`config.mk`:
```
export PLATFORM = sky130hd
export DESIGN_NAME = stopwatch_ctrl_mc
export DESIGN_NICKNAME = d
export VERILOG_FILES = /design/src/rtl/stopwatch_ctrl_mc.sv
export SDC_FILE = /design/constraint.sdc
export NUM_CORES = 1
export LEC_CHECK = 0
export ABC_AREA = 0
export ABC_CLOCK_PERIOD_IN_PS = 4600
export BUFFER_PORTS_ARGS = -buffer_cell sky130_fd_sc_hd__buf_2
export CAP_MARGIN = 10
export CORE_ASPECT_RATIO = 0.6
export CORE_MARGIN = 2
export CORE_UTILIZATION = 25
export CTS_BUF_LIST = sky130_fd_sc_hd__clkbuf_2
export CTS_CLUSTER_DIAMETER = 100
export CTS_CLUSTER_SIZE = 12
export DETAILED_ROUTE_END_ITERATION = 16
export SLEW_MARGIN = 30
export SYNTH_ARGS = -nofsm -noshare
export SYNTH_HDL_FRONTEND = slang
export SYNTH_SLANG_ARGS = --single-unit
```
`constraint.sdc`:
```
create_clock -name clock -period 4.6 [get_ports clock]
set_clock_uncertainty 0.05 [all_clocks]
set_input_delay 0.46 -clock clock [delete_from_list [all_inputs] [get_ports clock]]
set_output_delay 0.46 -clock clock [all_outputs]
set_load 0.005 [all_outputs]
```
`src/rtl/stopwatch_ctrl_mc.sv`:
```
// Multi-channel stopwatch controller: per-channel run/pause/expire FSM.
// Define STOPWATCH_AUTO_RELOAD_EN for repeating count-down timers.
module stopwatch_ctrl_mc #(
  parameter int NUM_CH       = 2,
  parameter int SEL_W        = 1,
  parameter int ALARM_CYCLES = 100000000,
  parameter int ALARM_W      = 27
) (
  input  logic              clock,
  input  logic              reset,
  input  logic              start_button,
  input  logic              stop_button,
  input  logic              clear_button,
  input  logic              lap_button,
  input  logic              mode_toggle,
  input  logic [SEL_W-1:0]  ch_sel,
  input  logic [NUM_CH-1:0] at_zero,
  output logic [NUM_CH-1:0] running,
  output logic [NUM_CH-1:0] direction,
  output logic [NUM_CH-1:0] clear_pulse,
  output logic [NUM_CH-1:0] lap_hold,
  output logic [NUM_CH-1:0] alarm,
  output logic [NUM_CH-1:0] load_pulse
);

  localparam logic [1:0] S_IDLE    = 2'd0;
  localparam logic [1:0] S_RUN     = 2'd1;
  localparam logic [1:0] S_PAUSED  = 2'd2;
  localparam logic [1:0] S_EXPIRED = 2'd3;

  localparam logic [ALARM_W-1:0] LP_ALARM = ALARM_W'(ALARM_CYCLES);

`ifdef STOPWATCH_AUTO_RELOAD_EN
  localparam logic LP_RELOAD = 1'b1;
`else
  localparam logic LP_RELOAD = 1'b0;
`endif

  logic [4:0] r_btn_q;
  logic [4:0] w_btn;
  logic [4:0] w_press;
  logic       w_sel_ok;
  logic       w_clr;
  logic       w_stp;
  logic       w_sta;
  logic       w_lap;
  logic       w_mod;

  assign w_btn   = {mode_toggle, lap_button, clear_button,
                    stop_button, start_button};
  assign w_press = w_btn & ~r_btn_q;

  // Only the highest-priority press is acted on in a cycle.
  assign w_clr = w_press[2];
  assign w_stp = w_press[1] & ~w_press[2];
  assign w_sta = w_press[0] & ~|w_press[2:1];
  assign w_lap = w_press[3] & ~|w_press[2:0];
  assign w_mod = w_press[4] & ~|w_press[3:0];

  assign w_sel_ok = 32'(ch_sel) < NUM_CH;

  always_ff @(posedge clock or posedge reset) begin
    if (reset) r_btn_q <= '0;
    else       r_btn_q <= w_btn;
  end

  for (genvar g = 0; g < NUM_CH; g++) begin : g_ch
    logic [1:0]         r_state;
    logic               r_mode_down;
    logic               r_run;
    logic               r_dir;
    logic               r_clr;
    logic               r_lap;
    logic               r_alm;
    logic               r_load;
    logic [ALARM_W-1:0] r_cnt;
    logic               w_hit;
    logic               w_zero_run;
    logic               w_expire;
    logic               w_reload;

    assign w_hit      = w_sel_ok && (32'(ch_sel) == g);
    assign w_zero_run = (r_state == S_RUN) && !r_dir && at_zero[g];
    assign w_expire   = w_zero_run & ~LP_RELOAD;
    assign w_reload   = w_zero_run & LP_RELOAD;

    always_ff @(posedge clock or posedge reset) begin
      if (reset) begin
        r_state     <= S_IDLE;
        r_mode_down <= 1'b0;
        r_run       <= 1'b0;
        r_dir       <= 1'b1;
        r_clr       <= 1'b0;
        r_lap       <= 1'b0;
        r_alm       <= 1'b0;
        r_load      <= 1'b0;
        r_cnt       <= '0;
      end else begin
        r_clr  <= 1'b0;
        r_load <= w_reload;
        if (w_expire) begin
          r_state <= S_EXPIRED;
          r_run   <= 1'b0;
          r_cnt   <= '0;
          r_alm   <= 1'b1;
        end else begin
          case (r_state)
            S_IDLE, S_PAUSED: begin
              if (w_hit && w_clr) begin
                r_clr   <= 1'b1;
                r_lap   <= 1'b0;
                r_state <= S_IDLE;
              end else if (w_hit && w_sta) begin
                if (!(r_mode_down && at_zero[g])) begin
                  r_state <= S_RUN;
                  r_run   <= 1'b1;
                  r_dir   <= ~r_mode_down;
                end
              end else if (w_hit && w_mod) begin
                r_mode_down <= ~r_mode_down;
              end
            end
            S_RUN: begin
              r_alm <= w_reload;
              if (w_hit && w_stp) begin
                r_state <= S_PAUSED;
                r_run   <= 1'b0;
              end else if (w_hit && w_lap) begin
                r_lap <= ~r_lap;
              end
            end
            default: begin
              // Alarm counter saturates; the channel waits for an acknowledge.
              if (r_cnt != LP_ALARM) begin
                r_cnt <= r_cnt + 1'b1;
                r_alm <= (r_cnt + 1'b1) < LP_ALARM;
              end
              if (w_hit && w_clr) begin
                r_clr   <= 1'b1;
                r_alm   <= 1'b0;
                r_lap   <= 1'b0;
                r_state <= S_IDLE;
              end else if (w_hit && (w_stp || w_sta)) begin
                r_alm   <= 1'b0;
                r_state <= S_PAUSED;
              end
            end
          endcase
        end
      end
    end

    assign running[g]     = r_run;
    assign direction[g]   = r_dir;
    assign clear_pulse[g] = r_clr;
    assign lap_hold[g]    = r_lap;
    assign alarm[g]       = r_alm;
    assign load_pulse[g]  = r_load;
  end

endmodule

```
* Word-level counts from Yosys, hierarchy flattened
Index checks and enable logic that the tools add are counted.
** Cells by class
- Reduce and logical (&&, ||, !) cells :: 57
- Muxes and demuxes :: 58
- Divide/modulo/power cells :: 0
- Add/sub/neg operators :: 2
- Magnitude comparators :: 2
- Shift-type cells :: 0
- Equal/unequal tests :: 26
- Multipliers :: 0
- Bitwise logic cells :: 20
** Operator list (number)
- two-way mux 27 bit :: 6
- adder 27 x 1 -> 27 bit (second input constant) :: 2
- < comparator 27 bit (second input constant) :: 2
- inequality test 27 bit (second input constant) :: 2
- two-way mux 1 bit :: 32
- AND reduction 5 bit :: 6
- two-way mux 2 bit :: 14
- nonzero test 5 bit :: 4
- logical AND 1 bit :: 18
- inequality test 3 bit (second input constant) :: 6
- inequality test 4 bit (second input constant) :: 4
- AND reduction 4 bit :: 4
- NOT 1 bit :: 14
- OR reduction 3 bit :: 3
- inequality test 2 x 1 -> 1 bit (second input constant) :: 4
- inequality test 2 bit (second input constant) :: 4
- one-hot mux 1 bit (2 select lines) :: 4
- one-hot mux 2 bit (2 select lines) :: 2
- AND reduction 2 bit :: 4
- nonzero test 2 bit :: 4
- inequality test 3 x 2 -> 1 bit (second input constant) :: 2
- nonzero test 3 bit :: 2
- OR reduction 2 bit :: 3
- AND 5 bit :: 1
- other kinds (8) :: 18
** Word-level totals
- Latch bits :: 0
- Flip-flop bits (word level) :: 75
- Logic and storage cells :: 182
- Memory bits (read-only) :: 0
- Input bits :: 10
- RAM bits :: 0
- Memories :: 0

* Longest topological paths before layout
Gate-level depths: netlist of the first run.
- Depth after elaboration :: 11
- Mapped depth :: 10
- Mapped depth without buffers :: 9

* Worst setup path before layout of the first run
Ideal clock, no wire load.
- Path kind :: register -> register
- Start point :: register g_ch[1].r_cnt[0]
- End point :: register g_ch[1].r_cnt[19]
- Required time :: 4440 ps
- Library setup time :: 110 ps
- Cell stages (with the launch flop) :: 10
- Arrival time :: 2366 ps
- Setup slack :: 2073 ps
- Path through :: dfrtp_1 -> inv_1 -> ha_1 -> or4b_1 -> or4_4 -> o311a_4 -> nor2_8 -> buf_8 -> o21ai_1 -> o41ai_1
** On the way
- Longest elaborated chain between the ends :: 4
- Elaborated cells between the ends (all ways) :: 7
** RTL lines
- start, declared :: RTL line 76 : logic [ALARM_W-1:0] r_cnt;
- start signal, assigned :: RTL line 135 : r_cnt <= r_cnt + 1'b1;
- adder 27 x 1 -> 27 bit :: RTL line 135
- two-way mux 27 bit :: RTL line 134 : if (r_cnt != LP_ALARM) begin
- two-way mux 27 bit :: RTL line 107 : case (r_state)
- two-way mux 27 bit :: RTL line 101 : if (w_expire) begin
Several ways; a longest one is shown, not always the timed one. The select of a mux whose other input is x is not followed.
A chain may end at the register's enable or synchronous reset.

* Final worst setup path of the first run
- Start point :: register g_ch[0].r_cnt[0]
- End point :: register g_ch[0].r_cnt[26]
** On the way
- Longest elaborated chain between the ends :: 4
- Elaborated cells between the ends (all ways) :: 7
** RTL lines (RTL line)
- start, declared :: 76
- start signal, assigned :: 135
- adder 27 x 1 -> 27 bit :: 135
- two-way mux 27 bit :: 134
- two-way mux 27 bit :: 107
- two-way mux 27 bit :: 101
Several ways; a longest one is shown, not always the timed one. The select of a mux whose other input is x is not followed.

==> flow_summary.yaml, run 1 <==
status:
  status: "complete, no violations"
setup_path:
  r2r_start: "g_ch[0].r_cnt[0]"
  reg2reg_depth: 8
  cp-end-kind: "flop"
  crit_required_ns: 5.01
  arrival_ns: 3.45
  path_max_fanout: 18
  path_class: "flop to flop"
  rrSetupSlack_ns: 1.56
  start_kind: "flop"
  reg2reg_to: "g_ch[0].r_cnt[26]"
floorplanning:
  design.core.area_mm2: 0.01811
  num_io_pins: 22
  initial_core_util: 0.2565
  die_area_mm2: 0.01973
  die_width_um: 180.0
  fp.dieH_um: 109.6
  row_count: 38
detailed_routing:
  wl_per_cell_um: 14.36
  ant_nets: 0
  drc: 0
  drtPass1Iterations: 5
  postRouteWirelength_um: 11160
  via_per_inst: 4.994
  vias: 3880
  drt_iter0_markers: 324
synth:
  synthFlopType: "dfrtp_1"
  synth_top_area_cell: "dfrtp_1"
  yosys_warnings: 0
  ys_seq_area_frac: 0.4044
  synthTopCellsByArea: "dfrtp_1 39%, o21ai_0 6.5%, nand2_1 4.0%"
  ys_ff_latch: 75
  synth_cell_type_count: 65
  yosys.area.top_type_share: 0.3931
  syn_area_per_cell_um2: 8.751
  synthCells: 531
  async_flop_share: 1.000
  synth_edf_count: 0
  syn_area_mm2: 0.004647
cells_and_area:
  fillCellCount: 1916
  design_area_mm2: 0.005072
  area.growth.synth_to_final_pct: 9.154
  drive_gt1_frac: 0.1006
  final_cell_mix: "73 x dfrtp_1, 60 x o21ai_0, 50 x nand2_1, 47 x nor2_1, 24 x a21oi_1"
  layout.nets: 546
  final_common_cell: "dfrtp_1"
  n_antenna_cell: 0
  fin_cells: 777
  multi_input_area_mm2: 0.002517
  seq_area_mm2: 0.001879
sta:
  period_share: 0.6617
  rsz0062_at_grt: "no"
  tightestPinTransition_ns: 0.8940
  hold_violations: 0
  fmax_ghz: 0.3286
  whs_ns: 0.1551
  slew_violations: 0
  finalSetupViolCount: 0
  relSlewSlack: 0.4026
  min_period_ns: 3.044
  fin_tns_setup_ns: 0
clock_network:
  h-tree-depth: 3
  cts_root_buf: "clkbuf_2"
  insertion_delay_ns: 0.57
  cts_hold_buffers: 6
  postCtsSetupRepairBufs: 0
  numCtsBuffers: 9
  cts_max_path_buffers: 2
  cts_num_sinks: 75
  cts.repair.resized: 0
  clkTransAtPathRegs_ns: 0.20
  cts_tree: "done"
min_path:
  hp-start: "at_zero[1]"
  whs_endpoint: "g_ch[1].r_dir"
  min_path_type: "input pin to flop"
  hold_depth: 3
power:
  power_mw: 2.126
  powerDensity_mw_per_mm2: 419.2
  p_leak_nw: 2.035
  peakVddDrop_mv: 0.2236
grt:
  antenna_found_initial: 0
  grt_pass1_wl_um: 18780
  grt_overflow_total: 0
  grt_pass1_vias: 3442
  grtUsageTotal: 0.1182
  grt_start_max_net_pins: 55
placed_design:
  gp_congestion: 0.8303
  place_area_mm2: 0.004840
  place_hpwl_um: 7936
  place_inst: 754
  port_buffers: 19
job:
  maxCapViolCount: 0
per-layer routing:
layer  global-route usage  wire (um)
met3              0.02617        543
met4              0.03111        135
met1               0.1973       6595
met5                    0          0
met2               0.1431       3885
synth_stat cells, types with 3 or more instances:
| library cell | number |
|---|---|
| dfrtp_1 | 73 |
| o21ai_0 | 60 |
| nand2_1 | 50 |
| nor2_1 | 47 |
| a21oi_1 | 24 |
| o31ai_1 | 21 |
| nand3_1 | 20 |
| nand4_1 | 18 |
| nor3_1 | 15 |
| buf_4 | 14 |
| xor2_1 | 14 |
| and3_1 | 13 |
| a31oi_1 | 12 |
| buf_2 | 10 |
| clkbuf_1 | 10 |
| nor2b_1 | 10 |
| xnor2_1 | 10 |
| inv_1 | 9 |
| o21ai_1 | 8 |
| and2_1 | 6 |
| nor4b_1 | 6 |
| or3_1 | 6 |
| nand2b_1 | 5 |
| o41ai_1 | 5 |
| ha_1 | 4 |
| and2_0 | 3 |
| nor4_1 | 3 |
| nor4_4 | 3 |
| o211ai_1 | 3 |
| o21ai_2 | 3 |
worst max-delay path by stage:
stage	from	endpoint	slack, ns	cells after the start
after floorplan	g_ch[1].r_cnt[0]	g_ch[1].r_cnt[19]	2.07	9
after detailed placement	g_ch[1].r_cnt[0]	g_ch[1].r_cnt[2]	1.52	8
after CTS	g_ch[1].r_cnt[0]	g_ch[1].r_cnt[23]	1.47	8
after global placement	g_ch[1].r_cnt[0]	g_ch[1].r_cnt[2]	1.54	8
after global routing	g_ch[0].r_cnt[0]	g_ch[0].r_cnt[26]	1.23	8
final	g_ch[0].r_cnt[0]	g_ch[0].r_cnt[26]	1.56	8
per-stage QoR:
stage | utilization | setup slack (ns)
2_1_floorplan | - | 2.073
3_3_place_gp | 0.2672 | 1.541
3_5_place_dp | 0.2672 | 1.517
4_1_cts | 0.2790 | 1.469
5_1_grt | 0.2800 | 1.228
6_report | 0.2800 | 1.556
worst max-delay path, stage by stage (launching register included):
cell      delay (ns)
dfrtp_1         0.46
inv_1           0.09
ha_1            0.14
nor4b_1         0.35
nand4b_1        0.29
o311a_1         0.66
nor2_2          0.61
o21ai_0         0.20
o41ai_1         0.09
kinds of logic (layout without fill, tap and decap cells):
group,count (synthesis),in the layout,synth area share
compound gates,156,156,0.2146
xor+xnor,24,24,0.04523
fa+ha+maj,4,4,0.01077
buf+inv,48,53,0.05735
flops,75,75,0.4044
mux,2,2,0.004308
other cells,1,2,0.0008070
simple gates,221,221,0.2625
sequential cells by signal (all words and copies together) (netlist names):
| signal | cells |
|---|---|
| g_ch.r_run | 2 |
| g_ch.r_cnt | 54 |
| g_ch.r_mode_down | 2 |
| g_ch.r_state | 4 |
| r_btn_q | 5 |
| g_ch.r_lap | 2 |
| g_ch.r_clr | 2 |
| g_ch.r_dir | 2 |
| g_ch.r_alm | 2 |
layout make-up:
class,instances,share of cell area
timing repair buffer,28,0.03651
tap,240,0.05920
inverter,9,0.006907
clock buffer,10,0.009867
clock inverter,6,0.02072
multi-input combinational,409,0.4963
sequential,75,0.3705
report_power, final:
part           leakage (nW)  switching, mW  internal, mW  total [mW]
logic                 0.951          0.329         0.247       0.576
clock network        0.0872          0.252         0.232       0.485
registers             0.997          0.240         0.826        1.07
total                  2.03          0.821          1.30        2.13
No activity file was read; power rests on OpenSTA's default activity.
==> run 2: changes to the inputs <==
- ABC_AREA: 0 -> 1
- ABC_CLOCK_PERIOD_IN_PS: 4600 -> 3000
- clock period: 4.6 -> 3 ns (I/O delays scaled with it)
==> run 2 against run 1 <==
Sequential cell count unchanged. Die area up 4.1%. Critical path depth rose by 1. Utilization down 0.079 points. Synthesized area rose by 4.2%. Critical endpoint is now g_ch[1].r_cnt[21]. Register-to-register slack got worse by 0.92 ns.
==> flow_summary.yaml, run 2 <==
synth:
  synth_top_area_cell: "dfrtp_1"
  yosys.area.top_type_share: 0.3772
  yosys_warnings: 0
  synthTopCellsByArea: "dfrtp_1 38%, nand2_1 13%, inv_1 8.1%"
  synthFlopType: "dfrtp_1"
  ys_seq_area_frac: 0.3880
  syn_area_per_cell_um2: 6.999
  synth_cell_type_count: 40
  synth.most_common_cell: "nand2_1"
  syn_area_mm2: 0.004843
  ys_ff_latch: 75
  synth_common_cells: "174 x nand2_1, 104 x inv_1, 85 x nor2_1, 73 x dfrtp_1, 42 x nand3_1"
  synth_edf_count: 0
  async_flop_share: 1.000
  synthCells: 692
clock_network:
  insertion_delay_ns: 0.57
  cts_root_buf: "clkbuf_2"
  numCtsBuffers: 9
  cts_tree: "done"
  cts.repair.resized: 0
  h-tree-depth: 3
  clkTransAtPathRegs_ns: 0.22
  cts_max_path_buffers: 2
  cts_num_sinks: 75
power:
  p_seq_frac: 0.442
  switching_share: 0.4984
  peakVddDrop_mv: 0.2982
  powerDensity_mw_per_mm2: 788.4
  power_mw: 4.179
  clkPwrFrac: 0.112
  combPwrFrac: 0.446
  p_leak_nw: 2.353
  intPower_mw: 2.096
  p_switching_mw: 2.083
status:
  status: "complete, no violations"
grt:
  grt_overflow_total: 0
  grt_pass1_wl_um: 21800
  grt_pass1_vias: 3893
  grtUsageTotal: 0.1371
  grt_start_max_net_pins: 42
  antenna_found_initial: 1
setup_path:
  start_kind: "flop"
  path_max_fanout: 19
  crit_required_ns: 3.42
  cp-end-kind: "flop"
  path_class: "flop to flop"
  arrival_ns: 2.78
detailed_routing:
  postRouteWirelength_um: 13450
  wl_per_cell_um: 13.94
  drt_iter0_markers: 396
  drc: 0
  vias: 4468
  ant_nets: 0
  drtPass1Iterations: 5
  via_per_inst: 4.630
floorplanning:
  row_count: 39
  die_width_um: 183.7
  num_io_pins: 22
  initial_core_util: 0.2552
  design.core.area_mm2: 0.01898
  die_area_mm2: 0.02054
  fp.dieH_um: 111.8
placed_design:
  port_buffers: 19
  gp_congestion: 0.9581
  place_hpwl_um: 10380
sta:
  relSlewSlack: 0.5074
  slew_violations: 0
  min_period_ns: 2.359
  finalSetupViolCount: 0
  hold_violations: 0
  tightestPinTransition_ns: 0.7382
  fin_tns_setup_ns: 0
  rsz0062_at_grt: "no"
  fmax_ghz: 0.4239
  period_share: 0.7863
cells_and_area:
  top_regs: "g_ch.r_cnt: 54 flops, r_btn_q: 5 flops, g_ch.r_state: 4 flops"
  area.growth.synth_to_final_pct: 9.429
  largest_reg_flops: 54
  fillCellCount: 2073
  final_common_cell: "nand2_1"
  largest-register: "g_ch.r_cnt"
  post-route-util: 0.2792
  drive_gt1_frac: 0.1086
  layout.nets: 728
  final_cell_mix: "174 x nand2_1, 103 x inv_1, 85 x nor2_1, 73 x dfrtp_1, 42 x nand3_1"
job:
  maxCapViolCount: 0
min_path:
  min_path_type: "input pin to flop"
==> run 2: cell count changes after synthesis, moves of 22 or more <==
cell,before,now
inv_1,9,104
o21ai_0,60,29
o22ai_1,0,23
nor2_1,47,85
nand3_1,20,42
nand2_1,50,174
==> run 2: path summary, 6_finish.rpt <==
| kind | slack, ns | depth (start not counted) | start | to |
|---|---|---|---|---|
| max in group asynchronous | 1.79 | 4 | reset | g_ch[0].r_dir |
| min reg2reg | 0.44 | 1 | g_ch[1].r_mode_down | g_ch[1].r_dir |
| max | 0.64 | 9 | g_ch[1].r_cnt[20] | g_ch[1].r_cnt[21] |
| min | 0.05 | 3 | at_zero[0] | g_ch[0].r_state[0] |
| min in group asynchronous | 0.30 | 3 | reset | g_ch[1].r_clr |
| max reg2reg | 0.64 | 9 | g_ch[1].r_cnt[20] | g_ch[1].r_cnt[21] |
==> run 2: per-stage QoR <==
stage	cells	worst slack, ns	hold slack [ns]	area (um^2)
after floorplan	693	0.7433	0.2814	4847
final	965	0.6410	0.05431	5300
after CTS	964	0.6598	0.006235	5298
after global routing	965	0.3444	0.001305	5300
after global placement	942	0.7147	0.3723	5156
after detailed placement	942	0.7271	0.3777	5156
==> run 2: final cells by class <==
class                      count  area (um^2)  area share
clock inverter                 5        21.27    0.004013
antenna                        1        2.502   0.0004721
sequential                    75         1879      0.3546
timing repair buffer          31        202.7     0.03824
inverter                     112        421.7     0.07956
multi-input combinational    485         2415      0.4556
tap                          246        307.8     0.05807
clock buffer                  10        50.05    0.009443
==> run 2: per-layer routing <==
layer,global-route usage,share of wire
met1,0.2305,0.56
met5,0,0
met2,0.1575,0.34
met3,0.04482,0.089
met4,0.03093,0.0077
==> run 2: power groups by stage <==
stage / clock network (mW) / registers, mW / logic, mW
3_3_place_gp: 0 / 1.86 / 1.81
4_1_cts: 0.496 / 1.84 / 1.84
2_1_floorplan: 0 / 1.71 / 1.42
6_report: 0.467 / 1.85 / 1.86
5_1_grt: 0.542 / 1.91 / 2.10
3_5_place_dp: 0 / 1.86 / 1.83
==> run 2: cells by family after synthesis <==
group / after synthesis / synth area share
XOR/XNOR: 18 / 0.03410
flip-flops: 75 / 0.3880
AND/OR/NAND/NOR: 370 / 0.3462
other: 1 / 0.0007743
AO/OA/AOI/OAI: 90 / 0.1041
multiplexers: 1 / 0.002325
buffers and inverters: 133 / 0.1142
adder cells (fa/ha/maj): 4 / 0.01033
==> run 2: worst max-delay path, stage by stage (launching register included) <==
cell and delay (ns):
dfrtp_1 0.46, nand2_1 0.10, nor3_1 0.25, nor3b_1 0.25
nand4_1 0.15, nand3_2 0.33, nand2_2 0.35, inv_1 0.21
nand2_1 0.06, o21ai_0 0.07
==> run 2: repair_timing <==
| item | in CTS | in global routing |
|---|---|---|
| hold buffers | 7 | 0 |
| setup buffers | 0 | 0 |
| endpoints found under the hold margin | 44 | 0 |
==> run 3: changes to the inputs <==
- ABC_CLOCK_PERIOD_IN_PS: 3000 -> 2300
- clock period: 3 -> 2.3 ns (I/O delays scaled with it)
==> run 3 against run 2 <==
Setup slack worse by 0.49 ns. Die area unchanged. Register-to-register slack lost 0.49 ns.
==> flow_summary.yaml, run 3 (synthesis gave the netlist of run 2 again) <==
placed_design:
  place_hpwl_um: 10820
  place_area_mm2: 0.005339
  gp_congestion: 1.034
  port_buffers: 19
detailed_routing:
  drt_iter0_markers: 424
  drc: 0
  drtPass1Iterations: 5
  via_per_inst: 4.594
  vias: 4553
  wl_per_cell_um: 13.91
  postRouteWirelength_um: 13790
  ant_nets: 0
grt:
  grt_pass1_vias: 4016
  grt_overflow_total: 0
  grt_start_max_net_pins: 33
  grt_pass1_wl_um: 21800
  grtUsageTotal: 0.1382
  antenna_found_initial: 1
cells_and_area:
  area.growth.synth_to_final_pct: 14.80
  final_cell_mix: "174 x nand2_1, 103 x inv_1, 82 x nor2_1, 73 x dfrtp_1, 42 x nand3_1"
  drive_gt1_frac: 0.1425
  design_area_mm2: 0.005560
  layout.nets: 753
  largest-register: "g_ch.r_cnt"
  final_common_cell: "nand2_1"
  top_regs: "g_ch.r_cnt: 54 flops, r_btn_q: 5 flops, g_ch.r_state: 4 flops"
  largest_reg_flops: 54
power:
  clkPwrFrac: 0.127
  p_leak_nw: 2.503
  p_seq_frac: 0.406
  intPower_mw: 3.050
  combPwrFrac: 0.467
  p_switching_mw: 2.774
  peakVddDrop_mv: 0.3660
  powerDensity_mw_per_mm2: 1047
  switching_share: 0.4763
setup_path:
  cp-end-kind: "flop"
  r2r_start: "g_ch[0].r_cnt[0]"
  path_cells: "buf_4, inv_2, ha_1, nand2_1, nor3_1, nand4_1, nand3_2, inv_2, nor2_1, inv_1, buf_12, o22ai_1"
  path_max_fanout: 20
  start_kind: "flop"
  reg2reg_depth: 12
  reg2reg_to: "g_ch[0].r_cnt[24]"
  critical_path.max_stage_delay_ns: 0.44
  rrSetupSlack_ns: 0.15
  arrival_ns: 2.58
  path_class: "flop to flop"
  crit_path_top_delay_cell: "dfrtp_1"
  cp_common_cell: "inv_2"
  crit_required_ns: 2.73
floorplanning:
  initial_core_util: 0.2552
  row_count: 39
  die_area_mm2: 0.02054
  design.core.area_mm2: 0.01898
  die_width_um: 183.7
  fp.dieH_um: 111.8
  num_io_pins: 22
clock_network:
  insertion_delay_ns: 0.58
  numCtsBuffers: 9
  clkTransAtPathRegs_ns: 0.21
  cts_tree: "done"
  cts_max_path_buffers: 2
  cts_num_sinks: 75
  cts_root_buf: "clkbuf_2"
  h-tree-depth: 3
sta:
  relSlewSlack: 0.4881
  finalSetupViolCount: 0
  period_share: 0.9345
  fmax_ghz: 0.4652
  hold_violations: 0
  min_period_ns: 2.149
  slew_violations: 0
  fin_tns_setup_ns: 0
  tightestPinTransition_ns: 0.7608
  rsz0062_at_grt: "no"
status:
  status: "complete, no violations"
job:
  maxCapViolCount: 0
min_path:
  min_path_type: "input pin to asynchronous set/reset pin"
==> run 3: what timing repair did <==
item,4_1_cts,5_1_grt
buffers inserted,0,2
hold endpoints to repair,61,0
hold buffers,9,0
resized for setup,0,3
endpoints found under the setup margin,0,2
==> run 3: through the flow <==
| step | utilization | hold WS (ns) | setup WS, ns | total power, mW | instances |
|---|---|---|---|---|---|
| after floorplan | - | 0.2114 | 0.1133 | 4.088 | 693 |
| final | 0.2929 | 0.1798 | 0.1506 | 5.823 | 991 |
| after global routing | 0.2929 | 0.1317 | 0.001162 | 6.323 | 991 |
| after global placement | 0.2813 | 0.2535 | 0.1649 | 5.039 | 963 |
| after CTS | 0.2916 | 0.1451 | 0.1730 | 5.783 | 988 |
| after detailed placement | 0.2813 | 0.2473 | 0.2087 | 5.014 | 963 |
==> run 3: area by class of cell <==
type | instances | area, um^2
fillers | 2011 | 13420
multi-input cells | 485 | 2422
flip-flops and latches | 75 | 1879
inverters | 112 | 421.7
repair buffers | 56 | 420.4
well taps | 246 | 307.8
clock inverters | 6 | 56.30
clock buffers | 10 | 50.05
diodes | 1 | 2.502
==> run 3: worst max-delay path, delay by kind of cell (launching register included) <==
family | cells | cell delay [ns]
AOI/OAI and AO/OA | 1 | 0.18
adders and majority gates | 1 | 0.16
buffers and inverters | 5 | 0.52
DFF | 1 | 0.44
and+or+nand+nor | 5 | 0.71
==> run 3: how the worst max path moves through the flow <==
stage | startpoint | end | slack (ns)
after floorplan | reset | g_ch[0].r_alm | 0.11
after global placement | g_ch[0].r_cnt[1] | g_ch[0].r_alm | 0.16
after global routing | g_ch[1].r_cnt[1] | g_ch[1].r_alm | 0.001
final | g_ch[0].r_cnt[0] | g_ch[0].r_cnt[24] | 0.15
after detailed placement | g_ch[0].r_cnt[1] | g_ch[0].r_alm | 0.21
after CTS | g_ch[0].r_cnt[0] | g_ch[0].r_cnt[24] | 0.17
==> run 3: power groups by stage <==
stage	Sequential, mW	Clock (mW)	Combinational, mW
floorplan	2.24	0	1.85
global placement	2.38	0	2.66
detailed placement	2.38	0	2.64
CTS	2.35	0.769	2.66
global route	2.45	0.829	3.05
finish	2.37	0.740	2.72
==> run 3: per-layer routing <==
layer	vias to the layer above	global-route usage	wire length (um)
li1	2307	-	-
met5	-	0	0
met1	2053	0.2295	7356
met3	12	0.05463	1634
met2	181	0.1504	4663
met4	0	0.04000	131
